### config.mk
export PLATFORM = sky130hd
export DESIGN_NAME = piso_tx
export DESIGN_NICKNAME = d
export VERILOG_FILES = /design/src/rtl/serial_pkg.sv /design/src/rtl/piso_tx.sv
export SDC_FILE = /design/constraint.sdc
export NUM_CORES = 1
export LEC_CHECK = 0
export ABC_AREA = 1
export BUFFER_PORTS_ARGS = -buffer_cell sky130_fd_sc_hd__buf_2
export CAP_MARGIN = 15
export CORE_MARGIN = 3
export CORE_UTILIZATION = 35
export CTS_BUF_LIST = sky130_fd_sc_hd__clkbuf_4 sky130_fd_sc_hd__clkbuf_8 sky130_fd_sc_hd__clkbuf_16
export DETAILED_ROUTE_END_ITERATION = 12
export PLACE_DENSITY = 0.6
export SLEW_MARGIN = 20
export SYNTH_ARGS = -nofsm -noshare
export SYNTH_HDL_FRONTEND = slang
export SYNTH_SLANG_ARGS = --single-unit
### constraint.sdc
create_clock -name clk -period 1.3 [get_ports clk]
set_clock_uncertainty 0.2 [all_clocks]
set_input_delay 0.13 -clock clk [delete_from_list [all_inputs] [get_ports clk]]
set_output_delay 0.13 -clock clk [all_outputs]
set_load 0.05 [all_outputs]
### src/rtl/serial_pkg.sv
// serial_pkg -- shared definitions for the serial link (piso_tx / sipo).
//   state_t    : transmitter FSM encoding (IDLE, SHIFT, PAR)
//   cnt_width  : bit-counter width able to hold 0..w
//   even_par   : even-parity bit of a word (zero-extend narrower words)
package serial_pkg;

   typedef enum logic [1:0] {
      IDLE  = 2'd0,
      SHIFT = 2'd1,
      PAR   = 2'd2
   } state_t;

   function automatic int cnt_width(input int w);
      return $clog2(w + 1);
   endfunction

   function automatic logic even_par(input logic [63:0] d);
      return ^d;
   endfunction

endpackage

### src/rtl/piso_tx.sv
// piso_tx -- parallel-in serial-out transmitter, transmit end of the sipo link.
// A WIDTH-bit word is loaded through a valid/ready handshake and shifted out
// one bit per clock. ld_ready is also high on the final bit, so a word offered
// then streams out with no idle gap.
//
// Ports:
//   clk       rising-edge clock
//   rst_n     asynchronous active-low reset
//   ld_data   parallel word to transmit (sampled on the accept edge only)
//   ld_valid  ld_data is valid
//   ld_ready  block can accept a word this cycle (combinational)
//   so        serial data out, 0 whenever so_valid is 0
//   so_valid  so carries a frame bit this cycle
//   so_last   current bit is the final bit of the frame
//   busy      frame in progress
//
// Build option: define PISO_PARITY_EN to append an even-parity bit after the
// data bits (frame length WIDTH+1). Undefined: frame length is WIDTH.
module piso_tx
   import serial_pkg::*;
#(
   parameter int WIDTH     = 4,
   parameter bit MSB_FIRST = 1'b1
) (
   input  logic             clk,
   input  logic             rst_n,
   input  logic [WIDTH-1:0] ld_data,
   input  logic             ld_valid,
   output logic             ld_ready,
   output logic             so,
   output logic             so_valid,
   output logic             so_last,
   output logic             busy
);

   localparam int             CW       = cnt_width(WIDTH);
   localparam logic [CW-1:0] LAST_IDX = CW'(WIDTH - 1);

   state_t           state;
   state_t           state_nxt;
   logic [WIDTH-1:0] sreg;
   logic [CW-1:0]    cnt;
   logic             accept;
   logic             end_bit;
`ifdef PISO_PARITY_EN
   logic             par;
`endif

   // The outgoing bit is whichever end of the register shifting moves toward.
   assign end_bit = MSB_FIRST ? sreg[WIDTH-1] : sreg[0];

   always_ff @(posedge clk or negedge rst_n) begin
      if (!rst_n) begin
         state <= IDLE;
      end else begin
         state <= state_nxt;
      end
   end

   always_comb begin
      state_nxt = state;
      so        = 1'b0;
      so_valid  = 1'b0;
      so_last   = 1'b0;
      ld_ready  = 1'b0;
      accept    = 1'b0;
      busy      = (state != IDLE);

      case (state)
         IDLE: begin
         end
         SHIFT: begin
            so_valid = 1'b1;
            so       = end_bit;
            if (cnt == LAST_IDX) begin
`ifdef PISO_PARITY_EN
               state_nxt = PAR;
`else
               so_last   = 1'b1;
               state_nxt = IDLE;
`endif
            end
         end
`ifdef PISO_PARITY_EN
         PAR: begin
            so_valid  = 1'b1;
            so        = par;
            so_last   = 1'b1;
            state_nxt = IDLE;
         end
`endif
         default: state_nxt = IDLE;
      endcase

      // Accepting on the final bit overrides the return to IDLE, which is
      // what gives zero-gap streaming.
      ld_ready = (state == IDLE) | so_last;
      accept   = ld_valid & ld_ready;
      if (accept) begin
         state_nxt = SHIFT;
      end
   end

   always_ff @(posedge clk or negedge rst_n) begin
      if (!rst_n) begin
         sreg <= '0;
         cnt  <= '0;
`ifdef PISO_PARITY_EN
         par  <= 1'b0;
`endif
      end else if (accept) begin
         sreg <= ld_data;
         cnt  <= '0;
`ifdef PISO_PARITY_EN
         par  <= even_par(64'(ld_data));
`endif
      end else if (state == SHIFT) begin
         if (MSB_FIRST) begin
            sreg <= {sreg[WIDTH-2:0], 1'b0};
         end else begin
            sreg <= {1'b0, sreg[WIDTH-1:1]};
         end
         cnt <= cnt + CW'(1);
`ifdef PISO_PARITY_EN
      end else if (state == PAR) begin
         cnt <= cnt + CW'(1);
`endif
      end
   end

endmodule

# ---- Word level (Yosys, flattened, before mapping)
# Cells that the tools add are included.
dict set report classes {
  reduce_logical 4
  n_bitwise 2
  n_eq_ne 4
  muxes 11
  addsub 1
}
# cell count
set op_table {}
lappend op_table {{two-way mux 4 bit} 2}
lappend op_table {{two-way mux 3 bit} 2}
lappend op_table {{two-way mux 1 bit} 4}
lappend op_table {{two-way mux 2 bit} 2}
lappend op_table {{one-hot mux 2 bit (2 select lines)} 1}
lappend op_table {{nonzero test 2 bit} 2}
lappend op_table {{adder 3 x 1 -> 3 bit, second input constant} 1}
lappend op_table {{equality test 3 x 2 -> 1 bit, second input constant} 1}
lappend op_table {{!= test 3 bit, second input constant} 1}
lappend op_table {{equality test 2 x 1 -> 1 bit, second input constant} 1}
lappend op_table {{zero test 2 bit} 1}
lappend op_table {{!= test 2 bit, second input constant} 1}
lappend op_table {{AND reduction 2 bit} 1}
lappend op_table {{AND 1 bit} 1}
lappend op_table {{OR 1 bit} 1}
dict set report word_totals {
  elab_cells 25
  inputBits 7
  out_inout_bits 5
  ff_bits 9
}

# ---- Longest topological paths before layout
# Gate-level depths: netlist of the first run.
dict set report depth {
  ltp_word 7
  ltp_mapped 7
  ltp_nobuf 7
}

# ---- Worst setup path before layout of the first run
# OpenSTA, ideal clock, no wires.
dict set report synth_timing {
  path_kind {reg2out}
  start {register state[0]}
  end {output so}
  path_buffers 1
  arrival_time_ps 1206
  required_time_ps 970
  path_stages_with_launch 4
  setup_slack_ps -236
  path_cell_list {dfrtp_1 buf_6 nand2_1 inv_1}
}
dict set report synth_via {
  elab_chain_cells 2
}
# element line_no
set synth_lines {}
lappend synth_lines {{start: declaration} piso_tx.sv:39} ;# state_t state;
lappend synth_lines {{start signal: assignment} piso_tx.sv:56} ;# state <= state_nxt;
lappend synth_lines {{equality test 2 x 1 -> 1 bit} piso_tx.sv:69} ;# case (state)
lappend synth_lines {{two-way mux 1 bit} piso_tx.sv:69}
lappend synth_lines {{end: declaration} piso_tx.sv:30} ;# output logic so,
# Every way passes these cells.

# ---- Final worst setup path of the first run
dict set report layout_timing {
  start {register cnt[1]}
  end {output so_last}
}
dict set report layout_via {
  elab_chain_cells 3
}
# element line_no
set layout_lines {}
lappend layout_lines {{start: declaration} piso_tx.sv:42} ;# logic [CW-1:0] cnt;
lappend layout_lines {{start signal: assignment} piso_tx.sv:123} ;# cnt <= cnt + CW'(1);
lappend layout_lines {{equality test 3 x 2 -> 1 bit} piso_tx.sv:75} ;# if (cnt == LAST_IDX) begin
lappend layout_lines {{two-way mux 1 bit} piso_tx.sv:75}
lappend layout_lines {{two-way mux 1 bit} piso_tx.sv:69}
lappend layout_lines {{end: declaration} piso_tx.sv:32} ;# output logic so_last,
# Every way passes these cells.

==> reports/qor.yml, run 1 <==
critical_path:
  max_stage_delay_ps: 380
  crit_chain: "ha_2 > ha_4 > nand2_4 > clkinvlp_4 > buf_8"
  cp_slowest_cell: "dfrtp_1"
  cp_max_fo: 2
  critPathArrivalTime_ps: 1290
  worstSetupStartpointType: "flop"
  critical_path_required_ps: 970
  timing_worst_setup_path_type: "reg2out"
  path_buf_inv: 2
  cp_top_family: "flip-flops"
  end_kind: "output port"
clock_network:
  clk_pin_slew_ps: 60
  cts_buffers: 3
  clk_latency_ps: 260
  root_buffer: "clkbuf_4"
  cts_sinks: 8
  clockBufferDepth: 2
  cts_tree: "built"
  htreeDepth: 1
logic_synthesis:
  syn_area_um2: 467
  ys_top_cells_by_count: "nand2_1, dfrtp_1, inv_1, nand3_1, nor2_1"
  synth_area_per_cell_um2: 8.97
  synth.most_common_cell: "nand2_1"
  ys_seq_area_frac: 0.429
  syn_inst: 52
  synth_seq_cells: 8
  ys.flop_type: "dfrtp_1"
  synth_top_area_frac: 0.429
  synth_edf_count: 0
  synth_area_leaders: "dfrtp_1, nand2_1, nand3_1, inv_1, ha_1"
  yosysWarnings: 0
  syn-num-nets: 61
  async_reset_ff_frac: 1.00
  synth_cell_types: 16
  yosys.area.top_type: "dfrtp_1"
grt:
  grt-ovfl-total: 0
  grt_use_total: 0.133
  grt_pass1_vias: 433
  antenna_found_initial: 0
  grt_pass1_wl_um: 1790
  grt_max_degree: 10
drt:
  vias: 425
  routed_via_density: 4.57
  antenna_left: 0
  wirelength_um: 1020
  firstDrtPassIters: 3
  avgRoutedWirePerCell_um: 11.0
  drt-initial-drc-count: 2
  drc: 0
cells_and_area:
  antenna_cells: 0
  final_layout_size_suffix_gt1_frac: 0.658
  syn2layout_area_growth_pct: 79.4
  stdcell_count: 93
  final_util: 0.715
  fin_area_um2: 837
  nNetsFinal: 89
timing:
  worst_pin_slew_ps: 313
  rsz0062_at_grt: "yes"
  maxSlewViolCount: 0
  fin_crit_ps: 1620
  max_freq_mhz: 619
  period_share: 1.24
  relSlewSlack: 0.792
  setup_ws_ps: -316
  setup_viol: 13
  hold_viol: 0
  worst_hold_slack_ps: 41.2
  setup_tns_ps: -2160
place:
  dp_slack_ps: -128
  place_inst: 77
  placed_cell_area_um2: 572
  place.gp.congestion: 0.685
  portBuffers: 11
  dp_hpwl_um: 612
floorplan:
  die_y_um: 42.5
  row_count: 12
  placeableCoreArea_um2: 1170
  die-area_um2: 1810
  start_util: 0.399
  io_pins: 12
  die_x_um: 42.5
pwr:
  power_density_nw_per_um2: 2630
  leakage_nw: 0.403
  finalPower_mw: 2.20
  peakVddDrop_v: 0.00106
flow_run:
  drv_cap: 0
status:
  violations: "negative setup slack"
  status: "finished, violations left"
worst_hold_path:
  hp-class: "in2async"
==> cell type report <==
type,count,area [µm²]
multi-input combinational,33,310
inverter,8,40.0
clock buffer,4,30.0
tap,14,17.5
sequential,8,201
timing repair buffer,26,238
fill,88,334
==> path summary, 6_finish.rpt <==
path / from / to / slack (ps) / depth (start not counted)
hold / removal: rst_n / cnt[0] / 40 / 2
hold reg to reg: sreg[2] / sreg[2] / 300 / 2
min in group clk: ld_valid / cnt[0] / 70 / 2
setup / recovery: cnt[1] / so_last / -320 / 5
setup reg to reg: cnt[1] / cnt[1] / -210 / 8
max in group asynchronous: rst_n / state[0] / 680 / 2
==> report_power, final <==
part | switching [mW] | total, mW | internal, mW
sequential | 0.0745 | 0.435 | 0.361
clock | 0.0882 | 0.227 | 0.138
combinational | 0.820 | 1.54 | 0.722
total | 0.983 | 2.20 | 1.22
==> state kept, by name, summed over array words and instances (netlist names) <==
| register | flops |
|---|---|
| state | 1 |
| sreg | 4 |
| cnt | 3 |
==> cell families (layout without fill, tap and decap cells) <==
kind of cell	after synthesis	after routing	synth area share
flops	8	8	0.429
buf+inv	11	38	0.129
xor+xnor	1	1	0.0188
fa+ha+maj	2	2	0.0536
simple gates	27	27	0.322
compound gates	3	3	0.0483
==> cell usage in the layout (no fill, tap or decap) <==
| master | count |
|---|---|
| ha_4 | 1 |
| inv_2 | 1 |
| xnor2_1 | 1 |
| dfrtp_1 | 7 |
| nor2_1 | 4 |
| o21ai_2 | 2 |
| inv_4 | 1 |
| clkinvlp_4 | 2 |
| dfrtp_2 | 1 |
| a21oi_2 | 1 |
| buf_8 | 5 |
| nand2_2 | 3 |
| nand3_1 | 2 |
| nand3_2 | 6 |
| nor2_8 | 1 |
| inv_1 | 4 |
| ha_2 | 1 |
| nand2_8 | 2 |
| nand2_1 | 4 |
| buf_6 | 2 |
| buf_2 | 6 |
| dlygate4sd3_1 | 5 |
| nand2_4 | 5 |
| clkbuf_4 | 4 |
| buf_4 | 8 |
==> worst register-to-register path: cells and delay by family, from the launching register on <==
family | cells | cell delay, ps
DFF | 1 | 380
buffers and inverters | 2 | 210
and+or+nand+nor | 4 | 290
adders and majority gates | 2 | 370
==> layer usage <==
| metal | up-vias | part of all wire | track usage | wire length (µm) |
|---|---|---|---|---|
| met5 | - | 0 | 0 | 0 |
| met4 | 0 | 0.033 | 0.0932 | 34 |
| li1 | 215 | - | - | - |
| met3 | 5 | 0.035 | 0.0258 | 36 |
| met1 | 194 | 0.43 | 0.154 | 439 |
| met2 | 11 | 0.50 | 0.216 | 512 |
==> what timing repair did <==
item                                    in CTS  in global routing
hold buffers                                 5                  0
pin swaps                                    4                  9
hold endpoints to repair                    12                  0
resized for setup                           25                  9
endpoints found under the setup margin      13                 13
buffers inserted                             6                  1
Power figures use the tool's default switching activity.
==> run 2: changes to the inputs <==
--- a/config.mk
+++ b/config.mk
@@ -13,6 +13,7 @@
 export CTS_BUF_LIST = sky130_fd_sc_hd__clkbuf_4 sky130_fd_sc_hd__clkbuf_8 sky130_fd_sc_hd__clkbuf_16
 export DETAILED_ROUTE_END_ITERATION = 12
 export PLACE_DENSITY = 0.6
+export RECOVER_POWER = 25
 export SLEW_MARGIN = 20
 export SYNTH_ARGS = -nofsm -noshare
 export SYNTH_HDL_FRONTEND = slang
==> run 2 against run 1 <==
Net effect: the run still ends with negative setup slack left; fmax stayed put; non-clock buffer count unchanged; die area did not move; clock-buffer cell count stayed put; first-iteration DRC count unchanged; flip-flop and latch count did not move; worst setup slack stayed put; critical path type unchanged; critical endpoint unchanged; largest cell class unchanged; largest power group unchanged.
==> reports/qor.yml, run 2 (same netlist as run 1, synthesis figures left out) <==
drt:
  drc: 0  # unchanged
  vias: 426  # was 425
  wl_met1_um: 437  # was 439 µm
  avgRoutedWirePerCell_um: 11.0  # about the same
  firstDrtPassIters: 3  # unchanged
  wirelength_um: 1020  # about the same
  drt-initial-drc-count: 2  # unchanged
  wl_met2_um: 512  # unchanged
  antenna_left: 0  # unchanged
  topRoutingLayerUsed: "met4"  # unchanged
  routed_via_density: 4.58  # was 4.57
  wl_met3_um: 36  # unchanged
timing:
  fin_crit_ps: 1620  # unchanged
  rsz0062_at_grt: "yes"  # unchanged
  setup_viol: 13  # unchanged
  hold_viol: 0  # unchanged
  relSlewSlack: 0.707  # was 0.792
  maxSlewViolCount: 0  # unchanged
  max_freq_mhz: 619  # unchanged
  setup_ws_ps: -316  # unchanged
  period_share: 1.24  # unchanged
  worst_pin_slew_ps: 439  # was 313 ps
cells_and_area:
  largest_reg_flops: 4  # unchanged
  final_layout_size_suffix_gt1_frac: 0.646  # was 0.658
  final_cell_mix: "buf_4, dfrtp_1, nand3_2"  # was buf_4, dfrtp_1, nand3_2, buf_2
  final_util: 0.714  # was 0.715
  regArea_um2: 201  # unchanged
  largestRegisters: "sreg x4, cnt x3, state x1"  # unchanged
  multi_input_area_um2: 310  # unchanged
  fin_area_um2: 836  # was 837 µm²
  fillers: 89  # was 88
  syn2layout_area_growth_pct: 79.1  # was 79.4%
  final_common_cell: "buf_4"  # unchanged
  nNetsFinal: 89  # unchanged
  antenna_cells: 0  # unchanged
  largest_register: "sreg"  # unchanged
worst_hold_path:
  min_from: "ld_valid"
  hold_depth: 2
  hold_end: "cnt[0]"
  hp-class: "in2reg"  # was in2async
critical_path:
  critPathArrivalTime_ps: 1290  # about the same
  r2r-end: "cnt[1]"  # unchanged
  cp_max_fo: 2  # unchanged
  reg2regPathDepth: 8  # unchanged
  critical_path_required_ps: 970  # about the same
  timing_worst_setup_path_type: "reg2out"  # unchanged
  worstSetupStartpointType: "flop"  # unchanged
  r2r_slack_ps: -210  # about the same
  crit_chain: "ha_2 > ha_4 > nand2_4 > clkinvlp_4 > buf_8"  # unchanged
  max_stage_delay_ps: 380  # about the same
  path_buf_inv: 2  # unchanged
  r2r_start: "cnt[1]"  # unchanged
  startpoint: "cnt[1]"  # unchanged
  cp_slowest_cell: "dfrtp_1"  # unchanged
  end_kind: "output port"  # unchanged
  cp_top_family: "flip-flops"  # unchanged
pwr:
  peakVddDrop_v: 0.00106  # about the same
  p_sw_frac: 0.446  # about the same
  pwr-share-comb: 0.700  # about the same
  p_clk_frac: 0.103  # about the same
  power_density_nw_per_um2: 2640  # was 2630 nW/µm²
  p_seq_frac: 0.197  # about the same
  switching_power_uw: 983  # about the same
  p_int_mw: 1.22  # about the same
  leakage_nw: 0.400  # was 0.403 nW
clock_network:
  cts_sinks: 8  # unchanged
  clk_pin_slew_ps: 60  # about the same
  cts_buffers: 3  # unchanged
  root_buffer: "clkbuf_4"  # unchanged
  clockBufferDepth: 2  # unchanged
  htreeDepth: 1  # unchanged
  cts_tree: "built"  # unchanged
  clk_latency_ps: 260  # about the same
floorplan:
  row_count: 12  # unchanged
  die-area_um2: 1810  # unchanged
  start_util: 0.399  # unchanged
  die_x_um: 42.5  # unchanged
  io_pins: 12  # unchanged
  die_y_um: 42.5  # unchanged
  placeableCoreArea_um2: 1170  # unchanged
grt:
  grt_pass1_vias: 433  # unchanged
  grt_use_total: 0.133  # unchanged
  antenna_found_initial: 0  # unchanged
  grt-ovfl-total: 0  # unchanged
  grt_pass1_wl_um: 1790  # unchanged
  grt_max_degree: 10  # unchanged
place:
  dp_slack_ps: -128  # unchanged
  dp_hpwl_um: 612  # unchanged
  placed_cell_area_um2: 572  # unchanged
  portBuffers: 11  # unchanged
  place.gp.congestion: 0.685  # unchanged
flow_run:
  drv_cap: 0  # unchanged
status:
  status: "finished, violations left"  # unchanged
  violations: "negative setup slack"  # unchanged
==> run 2: cell count changes in the layout (fill, tap and decap cells not counted), sizes merged <==
cell | previous run | this run
clkbuf | 4 | 5
buf | 21 | 20
==> run 2: layout make-up <==
cell class                 instances  area share
clock buffer                       4      0.0359
timing repair buffer              26       0.283
sequential                         8       0.241
multi-input combinational         33       0.371
inverter                           8      0.0479
tap                               14      0.0210
==> run 2: power by group through the flow <==
stage	sequential [mW]	clock [mW]	combinational, mW
after floorplan	0.461	0	0.803
after global placement	0.455	0	0.962
after detailed placement	0.458	0	0.971
after CTS	0.427	0.237	1.42
after global routing	0.448	0.247	1.65
final	0.435	0.227	1.54
==> run 2: what timing repair did <==
item	4_1_cts	5_1_grt
setup buffers	6	1
pin swaps	4	9
hold buffers	5	0
gates resized for setup	25	9
endpoints found under the setup margin	13	13
hold endpoints to repair	12	0
==> run 2: through the flow <==
stage | TNS, ps | hold slack [ps] | instances | power, mW
after floorplan | -623 | -366 | 52 | 1.26
after global placement | -549 | -220 | 77 | 1.42
after detailed placement | -722 | -218 | 77 | 1.43
after CTS | -1950 | 45.4 | 92 | 2.09
after global routing | -2840 | 79.2 | 93 | 2.35
final | -2160 | 72.1 | 93 | 2.20
==> run 2: worst max path at each step <==
stage                          end  slack [ps]  cells past startpoint
after floorplan             cnt[1]         -80                      7
after global placement    ld_ready        -110                      5
after detailed placement  ld_ready        -130                      5
after CTS                  so_last        -340                      5
after global routing       so_last        -380                      5
final                      so_last        -320                      5
==> run 2: per-layer routing <==
| layer | global-route usage | vias to the layer above |
|---|---|---|
| met1 | 0.154 | 194 |
| met5 | 0 | - |
| met3 | 0.0258 | 5 |
| li1 | - | 216 |
| met2 | 0.216 | 11 |
| met4 | 0.0932 | 0 |
==> run 3: changes to the inputs <==
--- a/config.mk
+++ b/config.mk
@@ -10,7 +10,7 @@
 export CAP_MARGIN = 15
 export CORE_MARGIN = 3
 export CORE_UTILIZATION = 35
-export CTS_BUF_LIST = sky130_fd_sc_hd__clkbuf_4 sky130_fd_sc_hd__clkbuf_8 sky130_fd_sc_hd__clkbuf_16
+export CTS_BUF_LIST = sky130_fd_sc_hd__clkbuf_8
 export DETAILED_ROUTE_END_ITERATION = 12
 export PLACE_DENSITY = 0.6
 export RECOVER_POWER = 25
==> run 3 against run 2 <==
Net effect: the flow still finishes with violations (negative setup slack); die area did not move; wire length decreased by 1.3%; register-to-register slack about the same; critical path depth stayed put; largest power group unchanged; first-iteration DRC count increased to 2.5 times the previous value; critical endpoint unchanged; core utilization grew 0.64 points.
==> reports/qor.yml, run 3 (same netlist as run 1, synthesis figures left out) <==
status:
  status: "finished, violations left"  # unchanged
  violations: "negative setup slack"  # unchanged
drt:
  antenna_left: 0  # unchanged
  drt-initial-drc-count: 5  # was 2
  routed_via_density: 4.47  # was 4.58
  topRoutingLayerUsed: "met4"  # unchanged
  wirelength_um: 1010  # was 1020 µm
  firstDrtPassIters: 2  # was 3
  wl_met1_um: 459  # was 437 µm
  wl_met3_um: 35  # was 36 µm
  vias: 411  # was 426
  wl_met2_um: 479  # was 512 µm
  drc: 0  # unchanged
  avgRoutedWirePerCell_um: 10.9  # was 11.0 µm
critical_path:
  cp_max_fo: 2  # unchanged
  critPathArrivalTime_ps: 1260  # was 1290 ps
  worstSetupStartpointType: "flop"  # unchanged
  critical_path_required_ps: 970  # about the same
  end_kind: "output port"  # unchanged
  timing_worst_setup_path_type: "reg2out"  # unchanged
  max_stage_delay_ps: 380  # about the same
  path_buf_inv: 2  # unchanged
  cp_slowest_cell: "dfrtp_1"  # unchanged
  cp_top_family: "flip-flops"  # unchanged
  crit_chain: "ha_2 > ha_4 > nand2_4 > clkinvlp_4 > buf_8"  # unchanged
cells_and_area:
  final_layout_size_suffix_gt1_frac: 0.628  # was 0.646
  final_cell_mix: "dfrtp_1, buf_4, nand3_2"  # was buf_4, dfrtp_1, nand3_2
  nNetsFinal: 88  # was 89
  antenna_cells: 0  # unchanged
  largest_register: "sreg"  # unchanged
  largest_reg_flops: 4  # unchanged
  largestRegisters: "sreg x4, cnt x3, state x1"  # unchanged
  fin_area_um2: 843  # was 836 µm²
  final_util: 0.720  # was 0.714
  syn2layout_area_growth_pct: 80.7  # was 79.1%
  fillers: 90  # was 89
clock_network:
  clk_pin_slew_ps: 40  # was 60 ps
  clockBufferDepth: 2  # unchanged
  htreeDepth: 1  # unchanged
  root_buffer: "clkbuf_8"  # was clkbuf_4
  cts_tree: "built"  # unchanged
  clk_latency_ps: 230  # was 260 ps
  cts_buffers: 3  # unchanged
  cts_sinks: 8  # unchanged
floorplan:
  die_y_um: 42.5  # unchanged
  io_pins: 12  # unchanged
  row_count: 12  # unchanged
  die_x_um: 42.5  # unchanged
  start_util: 0.399  # unchanged
  die-area_um2: 1810  # unchanged
  placeableCoreArea_um2: 1170  # unchanged
grt:
  grt_pass1_wl_um: 1750  # was 1790 µm
  grt-ovfl-total: 0  # unchanged
  grt_use_total: 0.130  # was 0.133
  grt_max_degree: 10  # unchanged
  grt_pass1_vias: 412  # was 433
  antenna_found_initial: 0  # unchanged
timing:
  relSlewSlack: 0.700  # was 0.707
  max_freq_mhz: 629  # was 619 MHz
  worst_pin_slew_ps: 451  # was 439 ps
  worst_hold_slack_ps: 99.7  # was 72.1 ps
  setup_viol: 13  # unchanged
  maxSlewViolCount: 0  # unchanged
  fin_crit_ps: 1590  # was 1620 ps
  period_share: 1.22  # was 1.24
  hold_viol: 0  # unchanged
  setup_tns_ps: -2010  # was -2160 ps
  setup_ws_ps: -290  # was -316 ps
  rsz0062_at_grt: "yes"  # unchanged
place:
  placed_cell_area_um2: 572  # unchanged
  portBuffers: 11  # unchanged
  place.gp.congestion: 0.685  # unchanged
  dp_hpwl_um: 612  # unchanged
flow_run:
  drv_cap: 0  # unchanged
pwr:
  finalPower_mw: 2.26  # was 2.20 mW
  power_density_nw_per_um2: 2680  # was 2640 nW/µm²
  peakVddDrop_v: 0.00117  # was 0.00106 V
  leakage_nw: 0.404  # was 0.400 nW
worst_hold_path:
  hp-class: "in2reg"  # unchanged
run 3: final timing paths:
check / from / endpoint / slack (ps) / cells past startpoint
min in group asynchronous: rst_n / cnt[0] / 160 / 2
setup / recovery: cnt[1] / so_last / -290 / 5
max in group asynchronous: rst_n / state[0] / 410 / 2
hold / removal: ld_valid / cnt[0] / 100 / 2
hold reg to reg: sreg[2] / sreg[2] / 300 / 2
setup reg to reg: cnt[1] / cnt[1] / -210 / 8
run 3: repair_timing:
action / 4_1_cts / 5_1_grt
buffers inserted: 5 / 1
gates resized for setup: 24 / 10
hold endpoints to repair: 12 / 0
pin swaps: 6 / 8
hold buffers: 5 / 0
endpoints found under the setup margin: 13 / 13
run 3: final cells by class:
cell class                      instances  area (µm²)  area share
Clock buffer                            3        41.3      0.0490
Clock inverter                          1        3.75     0.00445
Inverter                                8        40.0      0.0475
Multi-Input combinational cell         33         310       0.368
Sequential cell                         8         201       0.239
Tap cell                               14        17.5      0.0208
Timing Repair Buffer                   25         229       0.272
run 3: power breakdown:
group          total, mW  leakage (nW)  internal (mW)  switching (mW)
logic               1.52         0.277          0.703           0.817
clock network      0.305        0.0269          0.205           0.101
registers          0.435        0.0994          0.361          0.0741
total               2.26         0.404           1.27           0.992
run 3: layer usage:
layer | GRT usage | vias up
li1 | - | 213
met5 | 0 | -
met3 | 0.0258 | 5
met2 | 0.204 | 11
met1 | 0.157 | 182
met4 | 0.0932 | 0
run 3: through the flow:
step                setup WS, ps  instances
finish                      -290         92
global route                -338         92
CTS                         -304         91
detailed placement          -128         77
global placement            -109         77
floorplan                  -76.8         52
